--- config.mk ---
export PLATFORM = sky130hd
export DESIGN_NAME = mix_columns_engine_flat
export DESIGN_NICKNAME = d
export VERILOG_FILES = /design/src/rtl/mix_columns_engine_if.sv /design/src/rtl/mix_columns_engine.sv /design/src/flat_wrapper.sv
export SDC_FILE = /design/constraint.sdc
export NUM_CORES = 1
export LEC_CHECK = 0
export BUFFER_PORTS_ARGS = -buffer_cell sky130_fd_sc_hd__buf_2
export CORE_MARGIN = 1
export CORE_UTILIZATION = 45
export DETAILED_ROUTE_END_ITERATION = 7
export GPL_TIMING_DRIVEN = 0
export PLACE_DENSITY = 0.72
export SLEW_MARGIN = 20
export SYNTH_ARGS = -nofsm -noshare
export SYNTH_HDL_FRONTEND = slang
export SYNTH_SLANG_ARGS = --single-unit
--- constraint.sdc ---
create_clock -name clk -period 2.46 [get_ports clk]
set_input_delay 0.123 -clock clk [delete_from_list [all_inputs] [get_ports clk]]
set_output_delay 0.123 -clock clk [all_outputs]
set_load 0.01 [all_outputs]
--- src/rtl/mix_columns_engine_if.sv ---
// Handshake and data bus of the MixColumns engine: an input channel
// (state + mode) and an output channel (transformed state).
interface mix_columns_engine_if;
    logic         in_valid;
    logic         in_ready;
    logic [127:0] in_state;
    logic         in_mode;
    logic         out_valid;
    logic         out_ready;
    logic [127:0] out_state;

    // Producer/consumer side that talks to the engine.
    modport master (
        output in_valid, in_state, in_mode, out_ready,
        input  in_ready, out_valid, out_state
    );

    // The engine itself.
    modport slave (
        input  in_valid, in_state, in_mode, out_ready,
        output in_ready, out_valid, out_state
    );
endinterface

--- src/rtl/mix_columns_engine.sv ---
// AES MixColumns / InvMixColumns engine. A 128-bit state is accepted,
// transformed COLS_PER_CYCLE columns per clock in place in a work register,
// and the finished state is presented on the output until consumed.
module mix_columns_engine #(
    parameter int COLS_PER_CYCLE = 1
) (
    input  logic                 clk,
    input  logic                 rst_n,
    input  logic                 flush,
    mix_columns_engine_if.slave  bus,
    output logic                 busy
);
    localparam int STAGES = 4 / COLS_PER_CYCLE;
    localparam int CNT_W  = (STAGES > 1) ? $clog2(STAGES) : 1;
    localparam logic [CNT_W-1:0] LAST_CNT = CNT_W'(STAGES - 1);

    if (!(COLS_PER_CYCLE == 1 || COLS_PER_CYCLE == 2 || COLS_PER_CYCLE == 4)) begin : g_bad_cols
        $error("mix_columns_engine: COLS_PER_CYCLE must be 1, 2 or 4");
    end

    typedef enum logic [1:0] {IDLE, BUSY, DONE} state_t;

    state_t           r_state;
    logic [CNT_W-1:0] r_cnt;
    logic             r_mode;
    logic [127:0]     r_work;
    logic [127:0]     r_out;
    logic             r_out_valid;
    logic             r_busy;
    logic [127:0]     w_next_work;

    // Multiply by x in GF(2^8) modulo x^8 + x^4 + x^3 + x + 1.
    function automatic logic [7:0] xtime(input logic [7:0] b);
        return {b[6:0], 1'b0} ^ (b[7] ? 8'h1b : 8'h00);
    endfunction

    // One column through the circulant matrix (02 03 01 01) or (0e 0b 0d 09).
    // Each byte's four coefficient products are built from its x2/x4/x8 chain;
    // row r then takes product k0 of byte r, k1 of byte r+1, and so on.
    function automatic logic [31:0] mix_col(input logic [31:0] col, input logic inv);
        logic [7:0]  a, x2, x4, x8;
        logic [7:0]  k0 [4];
        logic [7:0]  k1 [4];
        logic [7:0]  k2 [4];
        logic [7:0]  k3 [4];
        logic [31:0] res;
        for (int i = 0; i < 4; i++) begin
            a  = col[31-8*i -: 8];
            x2 = xtime(a);
            x4 = xtime(x2);
            x8 = xtime(x4);
            if (!inv) begin
                k0[i] = x2;
                k1[i] = x2 ^ a;
                k2[i] = a;
                k3[i] = a;
            end else begin
                k0[i] = x8 ^ x4 ^ x2;
                k1[i] = x8 ^ x2 ^ a;
                k2[i] = x8 ^ x4 ^ a;
                k3[i] = x8 ^ a;
            end
        end
        res = '0;
        for (int r = 0; r < 4; r++) begin
            res[31-8*r -: 8] = k0[2'(r)] ^ k1[2'(r + 1)] ^ k2[2'(r + 2)] ^ k3[2'(r + 3)];
        end
        return res;
    endfunction

    // Work register with the current column group replaced by its transform.
    always_comb begin
        // NOTE: default assignment before the loop keeps every bit driven on every path, so no latch is inferred.
        w_next_work = r_work;
        for (int k = 0; k < COLS_PER_CYCLE; k++) begin
            w_next_work[127-32*(int'(r_cnt)*COLS_PER_CYCLE + k) -: 32] =
                mix_col(r_work[127-32*(int'(r_cnt)*COLS_PER_CYCLE + k) -: 32], r_mode);
        end
    end

    // Control FSM with registered outputs; flush has priority over everything.
    always_ff @(posedge clk or negedge rst_n) begin
        if (!rst_n) begin
            r_state     <= IDLE;
            r_cnt       <= '0;
            r_mode      <= 1'b0;
            // NOTE: the work register is reset too; an unreset datapath flop in an async-reset block turns reset into a hidden enable.
            r_work      <= '0;
            r_out       <= '0;
            r_out_valid <= 1'b0;
            r_busy      <= 1'b0;
        end else if (flush) begin
            r_state     <= IDLE;
            r_out_valid <= 1'b0;
            r_busy      <= 1'b0;
        end else begin
            // NOTE: non-blocking assignments so every flop samples pre-edge values regardless of statement order.
            case (r_state)
                IDLE: begin
                    if (bus.in_valid) begin
                        r_work  <= bus.in_state;
                        r_mode  <= bus.in_mode;
                        r_cnt   <= '0;
                        r_busy  <= 1'b1;
                        r_state <= BUSY;
                    end
                end
                BUSY: begin
                    r_work <= w_next_work;
                    if (r_cnt == LAST_CNT) begin
                        r_out       <= w_next_work;
                        r_out_valid <= 1'b1;
                        r_state     <= DONE;
                    end else begin
                        r_cnt <= r_cnt + CNT_W'(1);
                    end
                end
                DONE: begin
                    if (bus.out_ready) begin
                        r_out_valid <= 1'b0;
                        r_busy      <= 1'b0;
                        r_state     <= IDLE;
                    end
                end
                default: begin
                    r_state     <= IDLE;
                    r_out_valid <= 1'b0;
                    r_busy      <= 1'b0;
                end
            endcase
        end
    end

    assign bus.in_ready  = (r_state == IDLE) && !flush;
    assign bus.out_valid = r_out_valid;
    assign bus.out_state = r_out;
    assign busy          = r_busy;
endmodule

--- src/flat_wrapper.sv ---
// flat-port wrapper written by rule: the top's interface ports become plain ports
module mix_columns_engine_flat 
#(
    parameter int COLS_PER_CYCLE = 1
)
  (clk, rst_n, flush, busy, bus_in_valid, bus_in_state, bus_in_mode, bus_out_ready, bus_in_ready, bus_out_valid, bus_out_state);
  mix_columns_engine_if bus_i ();
  input  logic clk;
  input  logic rst_n;
  input  logic flush;
  output logic busy;
  input wire logic [$bits(bus_i.in_valid)-1:0] bus_in_valid;
  input wire logic [$bits(bus_i.in_state)-1:0] bus_in_state;
  input wire logic [$bits(bus_i.in_mode)-1:0] bus_in_mode;
  input wire logic [$bits(bus_i.out_ready)-1:0] bus_out_ready;
  output wire logic [$bits(bus_i.in_ready)-1:0] bus_in_ready;
  output wire logic [$bits(bus_i.out_valid)-1:0] bus_out_valid;
  output wire logic [$bits(bus_i.out_state)-1:0] bus_out_state;
  assign bus_i.in_valid = bus_in_valid;
  assign bus_i.in_state = bus_in_state;
  assign bus_i.in_mode = bus_in_mode;
  assign bus_i.out_ready = bus_out_ready;
  assign bus_in_ready = bus_i.in_ready;
  assign bus_out_valid = bus_i.out_valid;
  assign bus_out_state = bus_i.out_state;
  mix_columns_engine #(.COLS_PER_CYCLE(COLS_PER_CYCLE)) u_core (.clk(clk), .rst_n(rst_n), .flush(flush), .bus(bus_i), .busy(busy));
endmodule
## Yosys cells after proc, flatten, opt, wreduce, memory -nomap -nowiden

Index checks and enable logic that the tools add are counted.
Widths: inputs -> output; s select.

| storage, ports and cells | value |
|---|---|
| logic and storage cells | 50 |
| register bits after elaboration | 262 |
| output and inout port bits | 131 |
| input port bits | 134 |

| operators by class | value |
|---|---|
| mux-type cells | 18 |
| $add $sub $neg | 3 |
| reduce and logical (&&, ||, !) cells | 10 |
| bitwise logic cells | 1 |
| equality and inequality tests | 10 |
| shift operators | 2 |

Operators by type and width:

| operator | count |
|---|---|
| $pmux 128 s2 | 1 |
| $shift 32x33->159 const A | 1 |
| $shiftx 1x33->159 const A | 1 |
| $bwmux 128 | 1 |
| $mux 128 | 1 |
| $neg 32->33 | 1 |
| $reduce_and 3->1 | 5 |
| $mux 2 | 6 |
| $ne 2x2->1 const B | 4 |
| $sub 7x7->8 const A | 1 |
| $ne 3x3->1 const B | 2 |
| $pmux 1 s3 | 2 |
| $pmux 2 s3 | 1 |
| $mux 1 | 5 |
| $eq 2x2->1 const B | 2 |
| $pmux 2 s2 | 1 |
| $reduce_and 4->1 | 1 |
| $ne 3x2->1 const B | 1 |
| $add 2x1->2 const B | 1 |
| $eq 2x1->1 const B | 1 |
| $logic_not 2->1 | 1 |
| $reduce_bool 2->1 | 1 |
| $logic_and 1x1->1 | 1 |
| $logic_not 1->1 | 1 |
| $not 1->1 | 1 |

## Longest topological paths before layout

Gate-level depths: netlist of the first run.

| depth | value |
|---|---|
| depth after elaboration | 5 |
| mapped depth | 8 |
| mapped depth without buffers | 5 |

## Worst setup path before layout of the first run

Ideal clock, no wire load.

| path | value |
|---|---|
| kind | reg-to-reg |
| start point | register u_core.r_cnt[0] |
| end point | register u_core.r_out[53] (netlist: u_core.bus.out_state[53]) |
| clock period less this slack | 1.471 ns |
| setup slack | 0.989 ns |
| required time | 2.328 ns |
| stages on the path, launching flop included | 7 |
| data arrival time | 1.339 ns |
| buffers on the path | 3 |
| setup time | 0.132 ns |
| cell sequence | dfrtp_1 -> ha_1 -> nand4bb_1 -> buf_2 -> buf_6 -> clkbuf_1 -> o21ai_1 |

| between the ends | value |
|---|---|
| longest elaborated chain between the ends | 4 |
| elaborated cells between the ends (all ways) | 7 |
| classes of those cells | 2 x add/sub; 1 x eq/ne; 2 x shift; 1 x mux; 1 x reduce/logical |

Ends and longest elaborated chain:

| element | RTL line | source |
|---|---|---|
| start, declared | mix_columns_engine.sv:24 | `logic [CNT_W-1:0] r_cnt;` |
| start signal, assigned | mix_columns_engine.sv:115 | `r_cnt <= r_cnt + CNT_W'(1);` |
| $sub 7x7->8 | - |  |
| $neg 32->33 | mix_columns_engine.sv:76 | `w_next_work[127-32*(int'(r_cnt)*COLS_PER_CYCLE + k) -: 32] =` |
| $shift 32x33->159 or $shiftx 1x33->159 (tied branches) | mix_columns_engine.sv:76 |  |
| $bwmux 128 | mix_columns_engine.sv:76 |  |
| end signal, assigned | mix_columns_engine.sv:111 | `r_out <= w_next_work;` |
| end, declared | mix_columns_engine.sv:27 | `logic [127:0] r_out;` |

Several ways; a longest one is shown, not always the timed one.
A chain may end at the register's enable or synchronous reset.

## Worst setup path after layout of the first run

| path | value |
|---|---|
| start point | register u_core.r_cnt[0] |
| end point | register u_core.r_work[120] |

| between the ends | value |
|---|---|
| longest elaborated chain between the ends | 5 |
| elaborated cells between the ends (all ways) | 6 |
| classes of those cells | 2 x add/sub; 2 x shift; 2 x mux |

Ends and longest elaborated chain:

| element | RTL line | source |
|---|---|---|
| $sub 7x7->8 (*) | - |  |
| $neg 32->33 (*) | mix_columns_engine.sv:76 |  |
| $shift 32x33->159 or $shiftx 1x33->159 (tied branches) | mix_columns_engine.sv:76 |  |
| $bwmux 128 (*) | mix_columns_engine.sv:76 |  |
| $pmux 128 s2 (*) | mix_columns_engine.sv:98 | `case (r_state)` |
| end signal, assigned | mix_columns_engine.sv:101 | `r_work <= bus.in_state;` |
| end signal, assigned | mix_columns_engine.sv:109 | `r_work <= w_next_work;` |
| end, declared | mix_columns_engine.sv:26 | `logic [127:0] r_work;` |

Mark *: on every way between the ends. The rest lies on a longest branch, timed or not.

==> results.cfg, run 1 <==
[outcome]
outcome = complete, no violations

[global_route]
grt_use_total = 0.228
antenna_found_initial = 0
grt_pass1_vias = 6932
grt_max_degree = 105
grt_first_pass_wirelength_um = 35800
grt_overflow = 0
grt_most_used_layer = met2
grtUsageMet1 = 0.295
use_met2 = 0.386
grtUsageMet3 = 0.0395

[routing]
ant_nets = 0
wl_um = 22500
vias_per_cell = 4.98
dr.pass1.iters = 4
avgRoutedWirePerCell_um = 16.4
drt_iter0_markers = 232
vias = 6831
drc_errors = 0

[critical_path]
rrSetupSlack_ns = 0.52
rr_worst_depth = 6
r2r_start = u_core.r_cnt[0]$_DFFE_PN0P_
critical_path_arrival_ns = 2.37
crit_required_ns = 2.89
cp-start-kind = flip-flop
crit_chain = inv_1 > ha_1 > and2_1 > o21ai_1 > buf_2 > a22o_1
cp-end-kind = flip-flop
startpoint = u_core.r_cnt[0]$_DFFE_PN0P_
worst-path-max-fanout = 10
cp_slowest_cell = o21ai_1
r2r-end = u_core.r_work[120]$_DFFE_PN0P_
critPathKind = flip-flop to flip-flop
cpPeakStageDelay_ns = 0.41
critical_path.endpoint = u_core.r_work[120]$_DFFE_PN0P_

[floorplan]
dieArea_sq_um = 20100
die_x_um = 142
placementRows = 50
io_pins = 265
coreArea_sq_um = 18900
initial_core_util = 0.465
die_h_um = 142

[power]
comb_power_share = 0.202
seq_power_share = 0.450
power_density_nw_per_um2 = 892
p_sw_mw = 2.94
internal_power_mw = 7.91
swShare = 0.271
finalPower_mw = 10.8
leakage_nw = 6.22
clkPwrFrac = 0.349
peakVddDrop_uv = 729

[sta]
fin_hold_ws_ns = 0.0556
worst_slew_pin_slew_ns = 0.500
fin_worst_skew_ns = 0.0119
final_hold_viol_count = 0
setup_ws_ns = 0.522
rsz0062_at_grt = no
period_needed_ns = 1.94
setup_viol = 0
slew_viol_final = 0
fmax_mhz = 516
slew_headroom = 0.665
fin_crit_sh = 0.788

[yosys]
ys_seq_elements = 230
post-synth-top-count-cell = dfrtp_1
muxShareOfSynthArea = 0.00114
avgSynthCellArea_sq_um = 11.9
synth_edf_count = 0
synth-async-reset-ratio = 1.00
yosysSeqAreaShare = 0.656
synth.yosys.warnings = 0
synth_fp_nets = 876
synth-xor-area-share = 0
ys.flop_type = dfrtp_1
synth_compound_area_frac = 0.156
synth_area_leaders = dfrtp_1 (66%), a22o_1 (9.6%), nand2b_1 (7.0%), nand2_1 (4.2%), o21ai_1 (3.6%)
synth_fa_ha_area_frac = 0.00570
synth_area_sq_um = 8780
synth_commonest_cells = dfrtp_1 (230), nand2_1 (99), nand2b_1 (98)
yosys.area_share.simple = 0.145
netlist.top_cell.by_area = dfrtp_1
synth_top_family_by_area = compound AO/OA/AOI/OAI gates
synthCells = 738
yosys.cell_types.count = 23
synth_top_area_share = 0.656

[clock_tree]
clk_pin_slew_ns = 0.06
clockRootBuffer = clkbuf_16
insertion_delay_ns = 0.50
cts_buffers = 24
cts_sinks = 230
cts_tree = yes
cts_buffer_depth = 3
htreeDepth = 1

[place]
place.gp.congestion = 0.792
dp_hpwl_um = 14100
io_buffers = 230
dp_slack_ns = 0.536
dp_cells = 1230

[layout]
final_cell_count_no_fill = 1373
antennaDiodeCount = 0
area_growth_pct = 38.5
nNetsFinal = 1234
drive_gt1_frac = 0.277

[run]
drv_cap = 0

[worst_hold_path]
worstHoldPathType = primary input to async pin
-- through the flow --
step	setup TNS [ns]	cell area (sq um)	util
2_1_floorplan	0	8780	-
3_3_place_gp	-603.44	10300	0.543
3_5_place_dp	0	10300	0.546
4_1_cts	0	12200	0.644
5_1_grt	0	12200	0.644
6_report	0	12200	0.644
-- cell type report --
cell class / count / area, sq um
fill: 1481 / 6730
sequential: 230 / 5760
multi-input combinational: 448 / 2700
timing repair buffer: 332 / 2220
clock buffer: 36 / 727
tap: 260 / 325
buffer: 58 / 314
clock inverter: 7 / 113
inverter: 2 / 7.51
-- power by group through the flow --
| stage | logic, mW | clock network, mW | registers, mW |
|---|---|---|---|
| floorplan | 1.07 | 0 | 5.02 |
| global placement | 2.00 | 0 | 4.89 |
| detailed placement | 2.05 | 0 | 4.92 |
| CTS | 2.18 | 3.85 | 4.86 |
| global route | 2.43 | 4.02 | 4.95 |
| finish | 2.19 | 3.78 | 4.88 |
-- layout by cell type (no fill, tap or decap), types with 3 or more instances in the layout --
cell type / n
nand2b_1: 98
dfrtp_1: 230
bufinv_16: 3
clkbuf_16: 25
clkbuf_1: 26
clkinv_2: 3
ha_1: 4
buf_2: 258
o21ai_0: 38
dlygate4sd3_1: 100
o21ai_1: 63
clkbuf_8: 6
buf_6: 8
nand2_1: 99
a22o_1: 96
and2_1: 35
-- cell families after synthesis --
group	count (synthesis)
DFF	230
AOI/OAI and AO/OA	201
buffers and inverters	60
adders and majority gates	4
muxes	1
and+or+nand+nor	242
-- state kept, by name, indices dropped and copies added (netlist names) --
| name | cells |
|---|---|
| u_core.bus.out_valid | 1 |
| u_core.r_work | 96 |
| u_core.bus.out_state | 128 |
| u_core.r_state | 2 |
| u_core.busy | 1 |
| u_core.r_cnt | 2 |
-- worst max-delay path: cells and delay by family (launching register included) --
| family | cells | cell delay, ns |
|---|---|---|
| AO/OA/AOI/OAI | 2 | 0.61 |
| buffers and inverters | 2 | 0.42 |
| flip-flops | 1 | 0.38 |
| adder cells (fa/ha/maj) | 1 | 0.30 |
| AND/OR/NAND/NOR | 1 | 0.17 |
-- how the worst min path moves through the flow --
stage / startpoint / end / slack, ns / cells past startpoint
2_1_floorplan: rst_n / u_core.bus.out_state[0]$_DFFE_PN0P_ / -0.17 / 0
3_3_place_gp: bus_in_state[94] / u_core.r_work[94]$_DFFE_PN0P_ / 0.35 / 2
3_5_place_dp: rst_n / u_core.bus.out_state[26]$_DFFE_PN0P_ / -0.01 / 1
4_1_cts: bus_in_valid / u_core.busy$_DFFE_PN0P_ / 0.03 / 4
5_1_grt: rst_n / u_core.bus.out_state[24]$_DFFE_PN0P_ / 0.06 / 2
6_report: rst_n / u_core.bus.out_state[24]$_DFFE_PN0P_ / 0.06 / 2
-- metal layers --
metal,wire length [um],part of all wire,vias up
li1,-,-,3234
met3,1130,0.050,57
met4,746,0.033,0
met2,10900,0.49,214
met1,9700,0.43,3326
met5,0,0,-
-- repair_timing --
action	CTS	global route
resized for setup	0	0
buffers inserted	0	0
hold endpoints to repair	330	0
hold buffers	100	0
No activity file was read; power rests on OpenSTA's default activity.
==> run 2: changes to the inputs <==
--- a/config.mk
+++ b/config.mk
@@ -10,7 +10,7 @@
 export CORE_UTILIZATION = 45
 export DETAILED_ROUTE_END_ITERATION = 7
 export GPL_TIMING_DRIVEN = 0
-export PLACE_DENSITY = 0.72
+export PLACE_DENSITY = 0.75
 export SLEW_MARGIN = 20
 export SYNTH_ARGS = -nofsm -noshare
 export SYNTH_HDL_FRONTEND = slang
==> constraint.sdc (replaced) <==
create_clock -name clk -period 1.6 [get_ports clk]
set_input_delay 0.08 -clock clk [delete_from_list [all_inputs] [get_ports clk]]
set_output_delay 0.08 -clock clk [all_outputs]
set_load 0.01 [all_outputs]
==> results.cfg, run 2 (synthesis gave the netlist of run 1 again) <==
[layout]
final_common_cell = buf_2
final_cell_count_no_fill = 1394
nNetsFinal = 1254
antennaDiodeCount = 0
layout_common_cells = buf_2 (240), dfrtp_1 (228), dlygate4sd3_1 (100)
drive_gt1_frac = 0.354
largest_reg_flops = 128
area_growth_pct = 46.2

[critical_path]
rrSetupSlack_ns = 0.02
crit_chain = buf_6 > nand4bb_1 > buf_6 > buf_12 > buf_12 > clkbuf_16 > nand2_2 > o21ai_1
r2r_start = u_core.r_state[1]$_DFFE_PN0P_
critical_path.endpoint = u_core.bus.out_state[43]$_DFFE_PN0P_
critical_path_arrival_ns = 1.97
cpPeakStageDelay_ns = 0.39
worst-path-max-fanout = 7
rr_worst_depth = 8
crit_required_ns = 1.99
startpoint = u_core.r_state[1]$_DFFE_PN0P_
r2r-end = u_core.bus.out_state[43]$_DFFE_PN0P_
critPathKind = flip-flop to flip-flop
cp_slowest_cell = dfrtp_1
cp-start-kind = flip-flop
cp-end-kind = flip-flop

[sta]
fmax_mhz = 631
slew_headroom = 0.675
setup_ws_ns = 0.0164
worst_slew_pin_slew_ns = 0.488
final_hold_viol_count = 0
period_needed_ns = 1.58
fin_worst_skew_ns = 0.0178
setup_viol = 0
fin_hold_ws_ns = 0.0976
slew_viol_final = 0
fin_crit_sh = 0.990
rsz0062_at_grt = yes

[global_route]
grt_use_total = 0.234
antenna_found_initial = 0
grt_pass1_vias = 7149
grt_max_degree = 97
grt_overflow = 0
grt_first_pass_wirelength_um = 37200

[power]
peakVddDrop_uv = 772
comb_power_share = 0.215
clkPwrFrac = 0.348
swShare = 0.277
leakage_nw = 6.51
internal_power_mw = 12.5
power_density_nw_per_um2 = 1350
seq_power_share = 0.437
p_sw_mw = 4.78

[routing]
vias = 7017
wl_um = 24200
ant_nets = 0
drt_iter0_markers = 285
drc_errors = 0
vias_per_cell = 5.03
dr.pass1.iters = 5
avgRoutedWirePerCell_um = 17.3

[clock_tree]
cts_buffers = 24
cts_sinks = 230
cts_buffer_depth = 3
insertion_delay_ns = 0.52
clk_pin_slew_ns = 0.07
htreeDepth = 1
cts_tree = yes
clockRootBuffer = clkbuf_16

[outcome]
outcome = complete, no violations

[place]
io_buffers = 230
dp_cells = 1230
dp_slack_ns = -0.429
dp_hpwl_um = 14400
place.gp.congestion = 0.773

[floorplan]
io_pins = 265
dieArea_sq_um = 20100
die_x_um = 142
initial_core_util = 0.465
coreArea_sq_um = 18900
die_h_um = 142
placementRows = 50

[run]
drv_cap = 0

[worst_hold_path]
worstHoldPathType = primary input to async pin
## run 2: changes by cell type in the layout (fill, tap and decap cells not counted), sizes merged
cell,before,now
buf,269,282
clkinv,3,7
clkbuf,57,61
clkinvlp,1,0
bufinv,3,4
## run 2: timing repair
item,in CTS,in global routing
hold endpoints to repair,255,0
buffers inserted,1,11
gates cloned,0,10
endpoints found under the setup margin,224,217
hold buffers,100,0
pin swaps,0,25
resized for setup,37,113
## run 2: worst min-delay path by stage
| stage | from | end | slack [ns] | cells after the start |
|---|---|---|---|---|
| after global placement | bus_in_state[97] | u_core.r_work[97]$_DFFE_PN0P_ | 0.30 | 2 |
| after detailed placement | rst_n | u_core.bus.out_state[26]$_DFFE_PN0P_ | 0.04 | 1 |
| after CTS | rst_n | u_core.bus.out_state[90]$_DFFE_PN0P_ | 0.10 | 2 |
| final | rst_n | u_core.bus.out_state[26]$_DFFE_PN0P_ | 0.1 | 2 |
| after global routing | rst_n | u_core.bus.out_state[90]$_DFFE_PN0P_ | 0.13 | 2 |
| after floorplan | rst_n | u_core.bus.out_state[0]$_DFFE_PN0P_ | -0.22 | 0 |
## run 2: power by group through the flow
stage          Sequential, mW  Combinational [mW]  Clock, mW
6_report                 7.55                3.71       6.02
5_1_grt                  7.66                4.11       6.34
4_1_cts                  7.46                3.43       6.08
3_5_place_dp             7.55                3.16          0
3_3_place_gp             7.51                3.08          0
2_1_floorplan            7.72                1.65          0
## run 2: layer usage
metal | global-route usage | share of wire | vias to the layer above
met1 | 0.305 | 0.42 | 3460
li1 | - | - | 3283
met3 | 0.0341 | 0.046 | 52
met5 | 0 | 0 | -
met4 | 0.0917 | 0.028 | 0
met2 | 0.395 | 0.51 | 222
## run 2: worst max-delay path, delay by kind of cell, from the launching register on
kind                   cells  cell delay [ns]
AO/OA/AOI/OAI              1             0.07
buffers and inverters      5             0.75
flip-flops                 1             0.39
AND/OR/NAND/NOR            2             0.24
## run 2: per-stage QoR
stage	power [mW]	area (sq um)	utilization	TNS (ns)
4_1_cts	17.0	12300	0.651	-6.28
2_1_floorplan	9.36	8780	-	0
6_report	17.3	12800	0.679	0
3_5_place_dp	10.7	10300	0.546	-52.02
3_3_place_gp	10.6	10300	0.543	-834.34
5_1_grt	18.1	12800	0.679	-3.41
## run 2: area by class of cell
cell class	instances	area, sq um
plain buffers	56	460
well taps	260	325
flip-flops and latches	230	5760
repair buffers	354	2470
clock buffers	33	706
inverters	2	10.0
clock inverters	11	159
multi-input cells	448	2950
fillers	1345	6060
